<file path="src/rtl/instr_fetch.sv">
// Instruction fetch unit: issues one instruction-memory read per FETCH phase,
// with misalignment detection and a bounded wait for the memory acknowledge.
module instr_fetch #(
  parameter int TIMEOUT = 255
) (
  input  logic        clk,
  input  logic        reset,
  input  logic [2:0]  state,
  input  logic [63:0] pc_in,
  output logic        imem_req,
  output logic [63:0] imem_addr,
  input  logic        imem_ack,
  input  logic [31:0] imem_rdata,
  output logic [31:0] instr,
  output logic [63:0] pc_plus_4,
  output logic        fetch_done,
  output logic        fetch_err
);

  localparam logic [2:0] FETCH   = 3'b000;
  localparam logic [7:0] TO_LAST = 8'(TIMEOUT - 1);

  typedef enum logic [1:0] {IDLE, REQ, DONE, ERR} fsm_t;

  fsm_t        fsm_q;
  logic [63:0] fetch_pc;
  logic [7:0]  to_cnt;
  logic        in_fetch;

  // Sequential PC; the 64-bit add wraps naturally at the top of the space.
  function automatic logic [63:0] seq_pc(input logic [63:0] pc);
    return pc + 64'd4;
  endfunction

  assign in_fetch  = (state == FETCH);
  assign imem_addr = fetch_pc;

  always_ff @(posedge clk or negedge reset) begin
    if (!reset) begin
      fsm_q      <= IDLE;
      fetch_pc   <= '0;
      to_cnt     <= '0;
      imem_req   <= 1'b0;
      instr      <= '0;
      pc_plus_4  <= '0;
      fetch_done <= 1'b0;
      fetch_err  <= 1'b0;
    end else begin
      case (fsm_q)
        IDLE: begin
          if (in_fetch) begin
            fetch_pc <= pc_in;
            to_cnt   <= '0;
            if (pc_in[1:0] != 2'b00) begin
              fsm_q     <= ERR;
              fetch_err <= 1'b1;
            end else begin
              fsm_q    <= REQ;
              imem_req <= 1'b1;
            end
          end
        end
        // Once issued, a request runs to ack or timeout regardless of state.
        REQ: begin
          if (imem_ack) begin
            instr      <= imem_rdata;
            pc_plus_4  <= seq_pc(fetch_pc);
            imem_req   <= 1'b0;
            fetch_done <= 1'b1;
            fsm_q      <= DONE;
          end else if (to_cnt == TO_LAST) begin
            imem_req  <= 1'b0;
            fetch_err <= 1'b1;
            fsm_q     <= ERR;
          end else begin
            to_cnt <= to_cnt + 8'd1;
          end
        end
        DONE: begin
          if (!in_fetch) begin
            fetch_done <= 1'b0;
            fsm_q      <= IDLE;
          end
        end
        ERR: begin
          if (!in_fetch) begin
            fetch_err <= 1'b0;
            fsm_q     <= IDLE;
          end
        end
        default: fsm_q <= IDLE;
      endcase
    end
  end

endmodule

</file>
<file path="config.mk">
export PLATFORM = sky130hd
export DESIGN_NAME = instr_fetch
export DESIGN_NICKNAME = d
export VERILOG_FILES = /design/src/rtl/instr_fetch.sv
export SDC_FILE = /design/constraint.sdc
export NUM_CORES = 1
export LEC_CHECK = 0
export ABC_CLOCK_PERIOD_IN_PS = 2870
export CAP_MARGIN = 30
export CORE_MARGIN = 4
export CORE_UTILIZATION = 25
export DETAILED_ROUTE_END_ITERATION = 12
export SETUP_SLACK_MARGIN = 0.1
export SYNTH_ARGS = -nofsm -noshare
export SYNTH_HDL_FRONTEND = slang
export SYNTH_SLANG_ARGS = --single-unit
</file>
<file path="constraint.sdc">
create_clock -name clk -period 2.87 [get_ports clk]
set_input_delay 0.574 -clock clk [delete_from_list [all_inputs] [get_ports clk]]
set_output_delay 0.574 -clock clk [all_outputs]
set_load 0.02 [all_outputs]
</file>
* Word-level counts from Yosys, hierarchy flattened
Index checks and enable logic that the tools add are counted.
** Storage, ports and cells
- Bits of input ports :: 102
- Bits in registers :: 173
** Cells by class
- Equality and inequality tests :: 15
- $add $sub $neg :: 2
- Reductions and logical operators :: 14
- Mux-type cells :: 23
** Operator list (number)
- $add A64 B3 Y64 const B :: 1
- $mux W8 :: 3
- $ne A2 B2 Y1 const B :: 10
- $pmux W8 S2 :: 1
- $mux W1 :: 10
- $mux W2 :: 5
- $add A8 B1 Y8 const B :: 1
- $eq A8 B8 Y1 const B :: 1
- $reduce_and A4 Y1 :: 2
- $pmux W2 S3 :: 1
- $reduce_and A3 Y1 :: 2
- $reduce_and A6 Y1 :: 1
- $reduce_bool A2 Y1 :: 3
- $eq A2 B2 Y1 const B :: 2
- $pmux W1 S2 :: 2
- $reduce_and A2 Y1 :: 2
- $logic_not A3 Y1 :: 1
- $ne A3 B3 Y1 const B :: 1
- $pmux W1 S3 :: 1
- $reduce_bool A3 Y1 :: 1
- $eq A2 B1 Y1 const B :: 1
- $logic_not A2 Y1 :: 1
- $reduce_or A2 Y1 :: 1

* Longest topological paths before layout
- Depth after elaboration :: 4
- Mapped depth :: 7

* Least setup slack after synthesis
No wires, ideal clock.
- Path kind :: flip-flop to flip-flop
- Start :: reg fetch_pc[2] (netlist: imem_addr[2])
- End :: reg pc_plus_4[58]
- Path slack :: 0.503 ns
- Cell stages (with the launch flop) :: 8
- Required time :: 2.788 ns
- Arrival :: 2.285 ns
- Cell sequence :: dfrtp_1 ha_1 nand3_1 nor4b_4 nand3_2 buf_6 or4_1 a31oi_1
** On the way
- Longest elaborated chain between the ends :: 1
** Ends and longest elaborated chain
- start, declared :: line 26 : logic [63:0] fetch_pc;
- start signal, assigned :: line 52 : fetch_pc <= pc_in;
- $add A64 B3 Y64 :: line 32 : return pc + 64'd4;
- end signal, assigned :: line 67 : pc_plus_4 <= seq_pc(fetch_pc);
- end, declared :: line 15 : output logic [63:0] pc_plus_4,
No other way between the ends.
A chain may end at the register's enable or synchronous reset.

* Final worst setup path
- Start :: reg fetch_pc[2] (netlist: imem_addr[2])
- End :: reg pc_plus_4[52]
The elaborated chain is that of the path after synthesis.

==> qor.yml <==
final_layout:
  diodes: 0
  fin_area_sq_um: 11700
  utilization_pct: 37.3
  nFillCells: 3153
  finalNetCount: 1160
  mostFrequentLayoutCells: "263 x clkdlybuf4s50_1, 181 x nand2_1, 173 x dfrtp_1"
  drive_gt1_share_pct: 11.6
  area_growth_pct: 47.7
  final_common_cell: "clkdlybuf4s50_1"
global_routing:
  grt_pass1_wl_mm: 41.3
  grt_pass1_vias: 6964
  grt_overflow: 0
  grt_usage_pct: 14.8
  grt_max_degree: 117
  antenna_found_initial: 2
timing:
  fin_ws_ns: 0.409
  finalSetupViolations: 0
  hold_viol: 0
  post-route-min-period_ns: 2.46
  fin_setup_tns_ns: 0
  slew_viol_final: 0
  tightestPinTransition_ns: 0.948
  rsz0062_at_grt: "no"
  skew_ns: 0.0127
  max_freq_ghz: 0.406
  finalCritPeriodShare_pct: 85.7
  relSlewSlack_pct: 36.0
critical_path:
  max_stage_delay_ns: 0.58
  critPathBufInv: 0
  regToRegStartpoint: "imem_addr[2]$_DFFE_PN0P_"
  r2r_slack_ns: 0.41
  critPathSlowestCell: "or4_1"
  rr_endpoint: "pc_plus_4[52]$_DFFE_PN0P_"
  start_kind: "flip-flop"
  cp_data_required_time_ns: 3.24
  crit_type: "flip-flop to flip-flop"
  crit_arrival_ns: 2.83
  crit_chain: "ha_1 -> nand3_1 -> nor4b_4 -> nand3_2 -> or4_1 -> a31oi_1"
  end_kind: "flip-flop"
  crit_family: "simple AND/OR/NAND/NOR gates"
  r2r_cells: 6
  cp_max_fo: 13
synthesis:
  synth.cell_area_sq_um: 7950
  yosys_warnings: 0
  yosysSeqAreaShare_pct: 54.4
  synth_edf_count: 0
  synth.area.top_cells: "dfrtp_1 54%, nand2_1 8.6%, mux2_2 8.4%, o21ai_0 3.8%, xor2_1 3.3%"
  synth_cells: 788
  ys.flop_type: "dfrtp_1"
  yosys.cell_types.count: 47
  synth_top_area_share_pct: 54.4
  syn_avg_cell_area_sq_um: 10.1
  synth_top_area_cell: "dfrtp_1"
  async_flop_share_pct: 100
  synth-seq-cells: 173
  syn-num-nets: 893
drt:
  drcViolationCount: 0
  wl_per_cell_um: 17.6
  ant_nets: 0
  dr.pass1.iters: 4
  via_count: 6904
  drt_iter0_drc: 350
  totalWireLength_mm: 25.9
  via_per_inst: 4.70
run:
  maxCapViolations: 0
die:
  initial_utilization_pct: 25.3
  die_w_um: 186
  io_pins: 265
  core_area_sq_um: 31500
  fp.dieH_um: 186
  fp.dieArea_sq_um: 34700
  rows: 65
clock_network:
  path_clk_slew_ns: 0.07
  postCtsResizedCells: 0
  numCtsBuffers: 17
  cts_hold_buf: 0
  cts_setup_buffers: 0
  clock_latency_ns: 0.44
  cts.sinks: 173
  cts_tree: "done"
  htree_levels: 4
  clock_path_buffers: 2
  cts_root_buf: "clkbuf_16"
power:
  p_leak_uw: 0.00479
  finalPower_uw: 11200
  power_density_nw_per_um2: 957
  vdd.ir_drop.worst_v: 0.000390
place:
  hpwl_mm: 19.0
  placed_cell_area_sq_um: 11200
  io_buffer_count: 264
  dpl_worst_slack_ns: 0.323
  gp_congestion: 0.783
run_status:
  status: "completed"
min_path:
  worstHoldPathType: "input pin to asynchronous set/reset pin"
sequential cells by signal, summed over array words and instances (netlist names):
register and count:
fetch_err 1, fetch_done 1, to_cnt 8, fsm_q 2, imem_req 1, instr 32, pc_plus_4 64, imem_addr 64
worst reg2reg max path: cells and delay by family (launching register included):
family,cells,cell delay (ns)
and+or+nand+nor,4,1.53
DFF,1,0.44
adders and majority gates,1,0.24
AOI/OAI and AO/OA,1,0.17
cell families after synthesis:
group	count (synthesis)	synth area share, %
simple gates	352	21.6
xor+xnor	48	5.29
compound gates	102	7.24
mux	59	8.36
buf+inv	51	2.58
fa+ha+maj	3	0.472
flops	173	54.4
Yosys cell counts (all sizes together), types with 6 or more instances:
cell    instances
nand3          21
dfrtp         173
a21oi          10
and3           13
nor4            8
o21ai          61
nand2         182
a31oi          18
and4            7
clkbuf         32
or4             6
inv            12
nor3           15
xor2           30
mux2           59
nand4b          6
nor2           36
nand4          30
xnor2          18
buf             7
or3            12
worst max path at each step:
stage,from,endpoint,depth (start not counted)
after floorplan,imem_addr[2]$_DFFE_PN0P_,pc_plus_4[58]$_DFFE_PN0P_,7
after global placement,state[1],imem_addr[8]$_DFFE_PN0P_,5
after detailed placement,state[1],imem_addr[2]$_DFFE_PN0P_,5
after CTS,imem_addr[2]$_DFFE_PN0P_,pc_plus_4[52]$_DFFE_PN0P_,6
after global routing,imem_addr[2]$_DFFE_PN0P_,pc_plus_4[52]$_DFFE_PN0P_,6
final,imem_addr[2]$_DFFE_PN0P_,pc_plus_4[52]$_DFFE_PN0P_,6
layout make-up:
class                           count  area [sq um]  share of cell area, %
Clock buffer                       18           439                   3.74
Inverter                           12          45.0                  0.384
Sequential cell                   173          4330                   36.9
Clock inverter                     13           109                  0.927
Tap cell                          402           503                   4.28
Timing Repair Buffer              287          2880                   24.5
Multi-Input combinational cell    564          3440                   29.3
power by group:
group          total (uW)  internal (uW)  switching (uW)  leakage (uW)
registers            4210           3370             844       0.00211
logic                4780           2320            2460       0.00242
clock network        2240           1150            1090      0.000262
total               11200           6840            4400       0.00479
routing by layer:
metal | share of wire (%) | vias up | track usage (%) | wire (um)
met5 | 0.081 | - | 0 | 21
met4 | 1.0 | 4 | 3.61 | 259
met3 | 6.2 | 17 | 4.36 | 1590
met2 | 48 | 195 | 24.9 | 12500
met1 | 45 | 3386 | 19.0 | 11500
li1 | - | 3302 | - | -
through the flow:
stage,hold slack [ns],cells
3_3_place_gp,0.455,1438
5_1_grt,0.180,1469
4_1_cts,0.160,1469
3_5_place_dp,0.461,1438
6_report,0.143,1469
2_1_floorplan,0.278,788
No activity file was read; power rests on OpenSTA's default activity.
==> RTL edit 1, RTL diff (same flow settings) <==
Change the parameter `TIMEOUT` from 255 to 127.
--- a/src/rtl/instr_fetch.sv
+++ b/src/rtl/instr_fetch.sv
@@ -3,3 +3,3 @@
 module instr_fetch #(
-  parameter int TIMEOUT = 255
+  parameter int TIMEOUT = 127
 ) (
Formal check against the unedited RTL: no difference found for any inputs over 4 cycles, from zero or initial values and one cycle with reset low; that may be too few to reach the edited logic, so the function may still have changed.
==> RTL edit 1 against the unedited design <==
Routed wire length down 2.4%; highest routed layer is now met4; fmax up 3.4%; synthesized area down 0.16%; sequential cell count unchanged; largest power group unchanged; total power up 1.6%; sequential share of layout area up 0.20 points; count of clock-buffer cells in the layout up 1; non-clock buffer count down 11; global-route usage down 0.40 points; clock skew up 0.0018 ns; largest cell class unchanged; setup slack better by 0.082 ns; final area down 0.53%; worst hold slack worse by 0.013 ns.
==> RTL edit 1: results (changes against the unedited design) <==
[outcome]
status = finished clean

[global_route]
met2_usage_pct = 24.0  ; -0.93 points
grt_pass1_wl_mm = 38.9  ; -5.8%
grt_pass1_vias = 6620  ; -4.9%
grt_max_degree = 73  ; -38%
met1_usage_pct = 18.1  ; -0.87 points
antenna_found_initial = 0  ; -2
grt_use_total_pct = 14.4  ; -0.40 points
grtUsageMet3_pct = 4.80  ; +0.45 points

[worst_setup_path]
worstPathArrival_ns = 2.70  ; -0.13 ns
crit_fanout = 7  ; -6
r2r.worst_path.cells = 6  ; unchanged

[routing]
met2WireLength_mm = 12.1  ; -2.5%
routed.top_layer = met4
drt_wl_total_mm = 25.3  ; -2.4%
first_iter_violations = 407  ; +16%
wl_met3_mm = 1.90  ; +19%
via_per_inst = 4.62  ; -1.7%
drt-met1-wl_mm = 10.9  ; -5.7%
first_pass_iters = 4  ; unchanged
wl_per_cell_um = 17.7  ; +0.29%

[hold_path]
hold_class = input pin to async pin

[placed_design]
dp_slack_ns = 0.344  ; +0.0213 ns
placed_area_um2 = 11100  ; -1.1%
hpwl_mm = 18.8  ; -1.0%
dp.cells = 1398  ; -2.8%
port_buffers = 264  ; unchanged
place_congestion = 0.788  ; +0.57%

[synthesis]
syn-num-nets = 871  ; -2.5%
synth_area_leaders = dfrtp_1 (55%), mux2_2 (8.5%), nand2_1 (8.4%), o21ai_0 (3.7%), xor2_1 (2.6%)
synthFlopType = dfrtp_1
seq_area_frac_synth_pct = 54.5  ; +0.086 points
syn_area_per_cell_um2 = 10.4  ; +2.7%
synth.top_cells.by_count = nand2_1 (178), dfrtp_1 (173), mux2_2 (60), o21ai_0 (59), nor2_1 (31)
synth_cell_types = 46  ; -2.1%

[cts]
clk_pin_slew_ns = 0.07  ; about the same
cts-resized-gates = 0  ; unchanged
cts_root_buf = clkbuf_16

[power]
leakagePower_nw = 4.75  ; -0.79%
peakVddDrop_uv = 412  ; +5.4%

[sta]
max-slew-margin-rel_pct = 56.0  ; +20 points
worst_clock_skew_ns = 0.0145  ; +0.00178 ns

[finish]
fillCellCount = 3048  ; -3.3%
drive_gt1_share_pct = 11.7  ; +0.081 points
fin_nets = 1126  ; -2.9%
antenna_cells = 0  ; unchanged

-- RTL edit 1: layout make-up --
cell class | instances | area (um2) | area share, %
timing repair buffer | 276 | 2800 | 23.9
sequential | 173 | 4330 | 37.1
tap | 396 | 495 | 4.24
clock buffer | 19 | 443 | 3.79
clock inverter | 13 | 164 | 1.40
inverter | 7 | 26.3 | 0.225
multi-input combinational | 546 | 3430 | 29.3
-- RTL edit 1: path summary, 6_finish.rpt --
path / start / slack (ns) / end
worst min register to register: pc_plus_4[0] / 0.47 / pc_plus_4[0]
min in group clk: pc_plus_4[0] / 0.47 / pc_plus_4[0]
worst min-delay path: reset / 0.13 / imem_addr[33]
worst max register to register: imem_addr[3] / 0.49 / pc_plus_4[54]
worst max-delay path: imem_addr[3] / 0.49 / pc_plus_4[54]
max in group asynchronous: reset / 1.86 / instr[3]
-- RTL edit 1: power breakdown --
part           switching (mW)  internal (mW)  leakage, nW  total [mW]
Combinational            2.41           2.30         2.34        4.71
Sequential              0.883           3.37         2.11        4.25
Clock                    1.05           1.40        0.294        2.45
Total                    4.35           7.06         4.75        11.4
-- RTL edit 1: critical path, cell delays in order (launching register included) --
cell and delay (ns):
dfrtp_1 0.45, ha_1 0.23, and3_1 0.39, and4_4 0.40, nand4_4 0.17, o41a_1 0.33
o31a_1 0.29
-- RTL edit 1: cell families (layout without fill, tap and decap cells) --
family,count (synthesis),after routing,synth area share (%)
and+or+nand+nor,336,336,21.4
DFF,173,173,54.5
AOI/OAI and AO/OA,99,99,7.20
muxes,61,61,8.64
xor gates and xnor gates,47,47,5.19
buffers and inverters,47,315,2.55
adders and majority gates,3,3,0.473
==> RTL edit 2, RTL diff (same settings) <==
Made on the original files. The 4 states of `fsm_t` get a Gray code encoding in 2 bits.
--- a/src/rtl/instr_fetch.sv
+++ b/src/rtl/instr_fetch.sv
@@ -22,3 +22,3 @@
 
-  typedef enum logic [1:0] {IDLE, REQ, DONE, ERR} fsm_t;
+  typedef enum logic [1:0] {IDLE = 2'b00, REQ = 2'b01, DONE = 2'b11, ERR = 2'b10} fsm_t;
 
Behaviour: same outputs for any inputs over 4 cycles, from zero or initial values and one cycle with reset low; so few cycles prove little.
==> RTL edit 2 against the unedited design <==
Fmax fell by 4.0%; final area rose by 1.0%; synthesized cell count rose by 2.2%; total power rose by 16%; setup slack got worse by 0.10 ns; synthesized area rose by 0.58%; routed wire length rose by 1.4%; sequential cell count did not move.
==> RTL edit 2: results (changes against the unedited design) <==
[placed_design]
hpwl_mm = 19.8  ; +3.9%
dp.cells = 1459  ; +1.5%

[synthesis]
syn-num-nets = 910  ; +1.9%
synth.top_cells.by_count = nand2_1 (202), dfrtp_1 (173), mux2_2 (64), o21ai_0 (60), xnor2_1 (40)
seq_area_frac_synth_pct = 54.1  ; -0.32 points
synth_area_leaders = dfrtp_1 (54%), nand2_1 (9.5%), mux2_2 (9.0%), xnor2_1 (4.4%), o21ai_0 (3.8%)
syn_area_per_cell_um2 = 9.93  ; -1.5%

[power]
peakVddDrop_uv = 450  ; +15%
leakagePower_nw = 4.82  ; +0.62%

[finish]
drive_gt1_share_pct = 11.8  ; +0.13 points
fillCellCount = 3143  ; -0.32%
fin_nets = 1181  ; +1.8%

[routing]
first_iter_violations = 389  ; +11%
wl_per_cell_um = 17.6  ; -0.13%
first_pass_iters = 5  ; +1
drt_wl_total_mm = 26.2  ; +1.4%
via_per_inst = 4.62  ; -1.7%

[global_route]
grt_use_total_pct = 15.0  ; +0.14 points
grt_pass1_wl_mm = 41.4  ; +0.13%
grt_max_degree = 62  ; -47%

[worst_setup_path]
cpPeakStageDelay_ns = 0.69  ; +0.11 ns
crit_fanout = 9  ; -4
worstPathArrival_ns = 2.92  ; +0.09 ns

[outcome]
status = finished clean

[sta]
tightest_slew_ns = 0.567  ; -0.381 ns

RTL edit 2: changes by cell type in the layout (fill, tap and decap cells not counted), moves of 8 or more:
cell	delta
a31oi_1	-11
nand2_1	+20
nand3_1	+17
nand4_1	-10
nor2_1	-8
nor4_1	+14
xnor2_1	+22
xor2_1	-20
RTL edit 2: critical path, delay by kind of cell (launching register included):
family,cells,cell delay [ns]
AOI/OAI and AO/OA,1,0.16
adders and majority gates,1,0.21
and+or+nand+nor,4,1.71
DFF,1,0.42
RTL edit 2: path summary, 6_finish.rpt:
check	slack (ns)	endpoint	depth (start not counted)
worst min-delay path	0.11	imem_addr[41]	1
worst max register to register	0.31	pc_plus_4[60]	6
worst max-delay path	0.31	pc_plus_4[60]	6
max in group asynchronous	1.92	instr[6]	2
worst min register to register	0.48	instr[31]	2
min in group clk	0.48	instr[31]	2
RTL edit 2: logic make-up (layout without fill, tap and decap cells):
kind of cell               after synthesis  count (layout)  share of synthesized area [%]
muxes                                   70              70                           9.76
xor gates and xnor gates                50              50                           5.48
AOI/OAI and AO/OA                       85              85                           5.88
adders and majority gates                3               3                          0.469
buffers and inverters                   48             332                           2.27
and+or+nand+nor                        376             376                           22.0
DFF                                    173             173                           54.1
RTL edit 2: power by group:
group | leakage [nW] | internal [mW] | switching [mW] | total (mW)
Combinational | 2.42 | 2.86 | 3.02 | 5.89
Clock | 0.290 | 1.44 | 1.00 | 2.45
Sequential | 2.11 | 3.52 | 1.17 | 4.69
Total | 4.82 | 7.83 | 5.19 | 13.0
RTL edit 2: metrics by stage:
step                      utilization [%]  worst slack [ns]  hold WS, ns
after floorplan                         -             0.245        0.278
after global placement               35.7             0.236        0.457
after detailed placement             35.7             0.182        0.462
after CTS                            37.6             0.249        0.134
after global routing                 37.6             0.130        0.145
final                                37.6             0.306        0.106
RTL edit 2: layout make-up:
type / count / area share, %
clock inverter: 9 / 1.14
multi-input combinational: 584 / 29.5
inverter: 9 / 0.285
sequential: 173 / 36.5
timing repair buffer: 291 / 24.3
clock buffer: 23 / 4.03
tap: 402 / 4.24
RTL edit 2: per-layer routing:
| layer | GRT usage, % | routed length (um) | vias to the layer above |
|---|---|---|---|
| met5 | 0 | 0 | - |
| li1 | - | - | 3343 |
| met3 | 4.76 | 1600 | 29 |
| met4 | 4.41 | 550 | 0 |
| met2 | 24.6 | 12500 | 174 |
| met1 | 19.0 | 11500 | 3341 |
